===== src/rtl/noc_pkg.sv =====
// noc_pkg: shared NoC address layout and flit sizing for the spine ports.
`ifndef NOC_FLIT_W
`define NOC_FLIT_W(dw) (noc_pkg::ADDR_W + (dw))
`endif
package noc_pkg;
    localparam int ADDR_W   = 6;
    localparam int GROUP_W  = 4;
    localparam int LEAF_W   = 2;
    localparam int GROUP_HI = 5;
    localparam int GROUP_LO = 2;
    localparam int LEAF_HI  = 1;
    localparam int LEAF_LO  = 0;

    function automatic logic [ADDR_W-1:0] make_addr(input logic [GROUP_W-1:0] group,
                                                    input logic [LEAF_W-1:0] leaf);
        return {group, leaf};
    endfunction
endpackage


===== src/rtl/noc_sync_fifo.sv =====
// noc_sync_fifo: single-clock FIFO with occupancy count; push ignored when full, pop ignored when empty.
module noc_sync_fifo #(
    parameter int WIDTH = 22,
    parameter int DEPTH = 8,
    localparam int AW = $clog2(DEPTH),
    localparam int CW = AW + 1
) (
    input  logic             clk,
    input  logic             reset,
    input  logic             push,
    input  logic             pop,
    input  logic [WIDTH-1:0] wdata,
    output logic [WIDTH-1:0] rdata,
    output logic [CW-1:0]    count,
    output logic             full,
    output logic             empty
);
    logic [WIDTH-1:0] mem [DEPTH];
    logic [AW-1:0] wr_ptr, rd_ptr;
    logic do_push, do_pop;

    assign full    = count == CW'(DEPTH);
    assign empty   = count == '0;
    assign do_push = push && !full;
    assign do_pop  = pop && !empty;
    assign rdata   = mem[rd_ptr];

    always_ff @(posedge clk)
        if (do_push) mem[wr_ptr] <= wdata;

    // pointers wrap naturally because DEPTH is a power of two
    always_ff @(posedge clk or negedge reset) begin
        if (!reset) begin
            wr_ptr <= '0;
            rd_ptr <= '0;
            count  <= '0;
        end else begin
            if (do_push) wr_ptr <= wr_ptr + 1'b1;
            if (do_pop) rd_ptr <= rd_ptr + 1'b1;
            count <= count + CW'(do_push) - CW'(do_pop);
        end
    end
endmodule


===== src/rtl/spine_leaf_tx.sv =====
// spine_leaf_tx: spine egress port; filters flits for one leaf, buffers them and paces them onto the leaf link.
module spine_leaf_tx import noc_pkg::*; #(
    parameter int DWIDTH = 16,
    parameter int FIFO_DEPTH = 8,
    parameter logic [GROUP_W-1:0] GROUP_ID = 4'b0001,
    parameter logic [LEAF_W-1:0] LEAF_ID = 2'd3,
    localparam int CW = $clog2(FIFO_DEPTH) + 1
) (
    input  logic              clk,
    input  logic              reset,
    input  logic              tx_enable,
    input  logic [DWIDTH-1:0] in_data,
    input  logic              in_valid,
    input  logic [ADDR_W-1:0] in_dest_addr,
    output logic              in_ready,
    output logic [DWIDTH-1:0] leaf_out_data,
    output logic              leaf_out_valid,
    output logic [ADDR_W-1:0] leaf_out_dest_addr,
    output logic              misroute_drop,
    output logic              fifo_full,
    output logic              fifo_empty,
    output logic [CW-1:0]     fifo_count,
    output logic [15:0]       sent_count,
    output logic [7:0]        drop_count
);
    localparam int FW = `NOC_FLIT_W(DWIDTH);

    logic [FW-1:0] head;
    logic accept, match, pop;

    assign in_ready = !fifo_full;
    assign accept   = in_valid && in_ready;
    assign match    = in_dest_addr[GROUP_HI:GROUP_LO] == GROUP_ID &&
                      in_dest_addr[LEAF_HI:LEAF_LO] == LEAF_ID;
    assign pop      = tx_enable && !fifo_empty;

    noc_sync_fifo #(.WIDTH(FW), .DEPTH(FIFO_DEPTH)) u_fifo (
        .clk   (clk),
        .reset (reset),
        .push  (accept && match),
        .pop   (pop),
        .wdata ({in_dest_addr, in_data}),
        .rdata (head),
        .count (fifo_count),
        .full  (fifo_full),
        .empty (fifo_empty)
    );

    always_ff @(posedge clk or negedge reset) begin
        if (!reset) begin
            leaf_out_valid     <= 1'b0;
            leaf_out_data      <= '0;
            leaf_out_dest_addr <= '0;
            misroute_drop      <= 1'b0;
            sent_count         <= '0;
            drop_count         <= '0;
        end else begin
            leaf_out_valid <= pop;
            misroute_drop  <= accept && !match;
            if (pop) begin
                {leaf_out_dest_addr, leaf_out_data} <= head;
                sent_count <= (sent_count != 16'hFFFF) ? sent_count + 16'd1 : sent_count;
            end
            if (accept && !match)
                drop_count <= (drop_count != 8'hFF) ? drop_count + 8'd1 : drop_count;
        end
    end
endmodule


===== config.mk =====
export PLATFORM = sky130hd
export DESIGN_NAME = spine_leaf_tx
export DESIGN_NICKNAME = d
export VERILOG_FILES = /design/src/rtl/noc_pkg.sv /design/src/rtl/noc_sync_fifo.sv /design/src/rtl/spine_leaf_tx.sv
export SDC_FILE = /design/constraint.sdc
export NUM_CORES = 1
export LEC_CHECK = 0
export BUFFER_PORTS_ARGS = -buffer_cell sky130_fd_sc_hd__buf_2
export CORE_UTILIZATION = 54
export DETAILED_ROUTE_END_ITERATION = 8
export PLACE_DENSITY = 0.73
export SLEW_MARGIN = 10
export SYNTH_ARGS = -nofsm -noshare
export SYNTH_HDL_FRONTEND = slang
export SYNTH_HIERARCHICAL = 1
export SYNTH_SLANG_ARGS = --single-unit

===== constraint.sdc =====
create_clock -name clk -period 5.25 [get_ports clk]
set_input_delay 1.05 -clock clk [delete_from_list [all_inputs] [get_ports clk]]
set_output_delay 1.05 -clock clk [all_outputs]
set_load 0.1 [all_outputs]

==> metrics.cfg <==
[die]
die_y_um=134
core_um2=16800
rows=47
io_pins=81
start_util=0.562
die_w_um=134
die_area_um2=18000

[synth]
ys_seq_area_frac=0.713
synth_area_um2=9450
synth.distinct_cells=38
yosys_warnings=6
synth.avg_cell_area_um2=20.1
syn-instance-count=469
syn-num-nets=506
synth_seq_cells=234

[cts]
clk_latency_ns=0.51
cts_hold_buf=0
cts_made_buffers=24
cts_buffer_depth=3
h-tree-depth=1
post_cts_buffers=0
ctsResizeCount=0
path_clk_slew_ns=0.06
clock_sinks=234
cts_root_buf=clkbuf_16
cts_tree=built

[pwr]
power_leakage_nw=4.11
ir_drop_uv=444
power_density_nw_per_um2=596

[sta]
clock_skew_ns=0.0198
fmax_ghz=0.291
finalCritPeriodShare=0.654
layout_min_cycle_time_ns=3.44
setup_violations=0
worstMarginPinSlew_ns=1.12
hold_viol=0
rsz0062_at_grt=false
setup-tns-final_ns=0
relSlewSlack=0.251
slew_violations=0

[route]
vias=4685
postRouteAntennaNets=0
viasPerCell=5.78
drt-pass1-iter-count=4
drtIter0Drc=267
wl_per_cell_um=21.0
drc_errors=0
finalWirelength_um=17000

[worst_setup_path]
rrSetupSlack_ns=2.07
cp_top_family=simple AND/OR/NAND/NOR gates
regToRegEndpoint=u_fifo/mem[3][15]$_DFFE_PP_
reg2reg_from=u_fifo/count[2]$_DFF_PN0_
critPathRequiredTime_ns=5.43
slowest_delay_ns=0.92
r2r_cells=9
worstPathArrival_ns=3.62
worst-path-buf-inv=2
crit_path_end_kind=flop
cp_slowest_cell=nor3_2
critical_path_class=input port to flop
crit_start=in_dest_addr[3]
cp_max_fo=12
cp-start-kind=input port
path_cells=buf_2 > nor4b_1 > nand3_1 > nor2_1 > nand2_2 > nor3_2 > buf_4

[grt]
grt_pass1_vias=4768
grt_pass1_wl_um=26800
grt_max_degree=59
grt_overflow=0
antenna_found_initial=0
grtUsageTotal=0.197

[finish]
diodes=0
nets=610
layout_commonest_cell=edfxtp_1
fin_cells=810
drive_gt1_frac=0.329
fillCellCount=1155
final_cell_mix=edfxtp_1 (176), buf_2 (80), dfrtp_1 (57)
syn2layout_area_growth_pct=16.2

[placement]
dp.cells=767
io_buffers=80
hpwl_um=10400
place_congestion=0.816

[min_path]
hold_path.class=flop to flop
min_from=leaf_out_dest_addr[5]$_DFFE_PN0P_
hold_path_depth=1
hold_end=leaf_out_dest_addr[5]$_DFFE_PN0P_

[run]
maxCapViolCount=0

[run_status]
status=finished clean

## worst max-delay path by stage
stage,endpoint,cells after the start
CTS,u_fifo/mem[3][15]$_DFFE_PP_,7
detailed placement,u_fifo/mem[3][20]$_DFFE_PP_,7
global route,u_fifo/mem[3][15]$_DFFE_PP_,7
floorplan,u_fifo/mem[0][0]$_DFFE_PP_,8
global placement,u_fifo/mem[3][19]$_DFFE_PP_,7
finish,u_fifo/mem[3][15]$_DFFE_PP_,7
## Yosys cell counts
library cell | count | area [um2]
edfxtp_1 | 176 | 5290
buf_6 | 6 | 67.6
nand4b_1 | 1 | 8.76
a21oi_1 | 1 | 5.00
nor4b_1 | 1 | 8.76
nor3b_1 | 3 | 22.5
nand2_2 | 1 | 6.26
a31oi_1 | 1 | 6.26
and2_1 | 2 | 12.5
mux4_1 | 44 | 1160
or4_4 | 1 | 11.3
buf_1 | 4 | 15.0
xor2_1 | 9 | 78.8
or3b_1 | 1 | 8.76
nor2b_1 | 2 | 12.5
clkbuf_1 | 5 | 18.8
xnor2_1 | 19 | 166
nand2b_1 | 5 | 31.3
ha_1 | 10 | 125
a21o_1 | 1 | 7.51
and3_1 | 6 | 37.5
buf_2 | 1 | 5.00
fa_1 | 1 | 20.0
nand3_1 | 12 | 60.1
dfrtp_1 | 58 | 1450
nand4_1 | 9 | 56.3
mux2_1 | 1 | 11.3
nor4_2 | 2 | 25.0
or4b_4 | 1 | 13.8
inv_1 | 11 | 41.3
nor3_1 | 5 | 25.0
nor4_1 | 2 | 12.5
or3b_2 | 1 | 8.76
and4_1 | 1 | 8.76
mux2_2 | 47 | 529
nor2_1 | 10 | 37.5
nand4_4 | 1 | 21.3
nand2_1 | 7 | 26.3
## sequential cells by signal, summed over array words and instances (netlist names)
name and cells:
drop_count 8, leaf_out_data 16, leaf_out_dest_addr 6, leaf_out_valid 1, misroute_drop 1, sent_count 16
u_fifo/count 4, u_fifo/mem 176, u_fifo/rd_ptr 3, u_fifo/wr_ptr 3
## logic make-up (layout without fill, tap and decap cells)
logic type / after synthesis / after routing / synth area share
flip-flops: 234 / 234 / 0.713
AO/OA/AOI/OAI: 3 / 3 / 0.00199
AND/OR/NAND/NOR: 74 / 74 / 0.0482
XOR/XNOR: 28 / 28 / 0.0260
buffers and inverters: 27 / 148 / 0.0156
adder cells (fa/ha/maj): 11 / 11 / 0.0154
multiplexers: 92 / 92 / 0.180
## layer usage
layer	vias to the layer above	wire (um)	GRT usage
met5	-	0	0
met4	0	265	0.0531
met3	23	879	0.0321
met2	135	8730	0.338
met1	2417	7100	0.265
li1	2110	-	-
## metrics by stage
step                      power [mW]  utilization  hold WS [ns]  setup slack (ns)  cell area, um2
after global routing            6.80        0.652         0.517              1.66           11000
after detailed placement        4.87        0.604         0.491              1.37           10200
after CTS                       6.60        0.652         0.502              1.91           11000
after global placement          4.84        0.604         0.482              1.51           10200
final                           6.54        0.652         0.501              1.82           11000
after floorplan                 4.44            -         0.526             0.105            9450
## report_power, final
part / leakage, nW / total (mW) / internal [mW] / switching (mW)
clock network: 0.392 / 1.72 / 1.06 / 0.660
registers: 2.29 / 2.35 / 2.18 / 0.172
logic: 1.43 / 2.47 / 0.726 / 1.75
## final cells by class
type                            count  area, um2  share of cell area
Multi-Input combinational cell    208       2600               0.237
Clock inverter                     14        170              0.0155
Timing Repair Buffer               94        505              0.0461
Tap cell                          220        275              0.0251
Inverter                           11       41.3             0.00376
Sequential cell                   234       6740               0.614
Clock buffer                       29        641              0.0584
No activity file was read; power rests on OpenSTA's default activity.
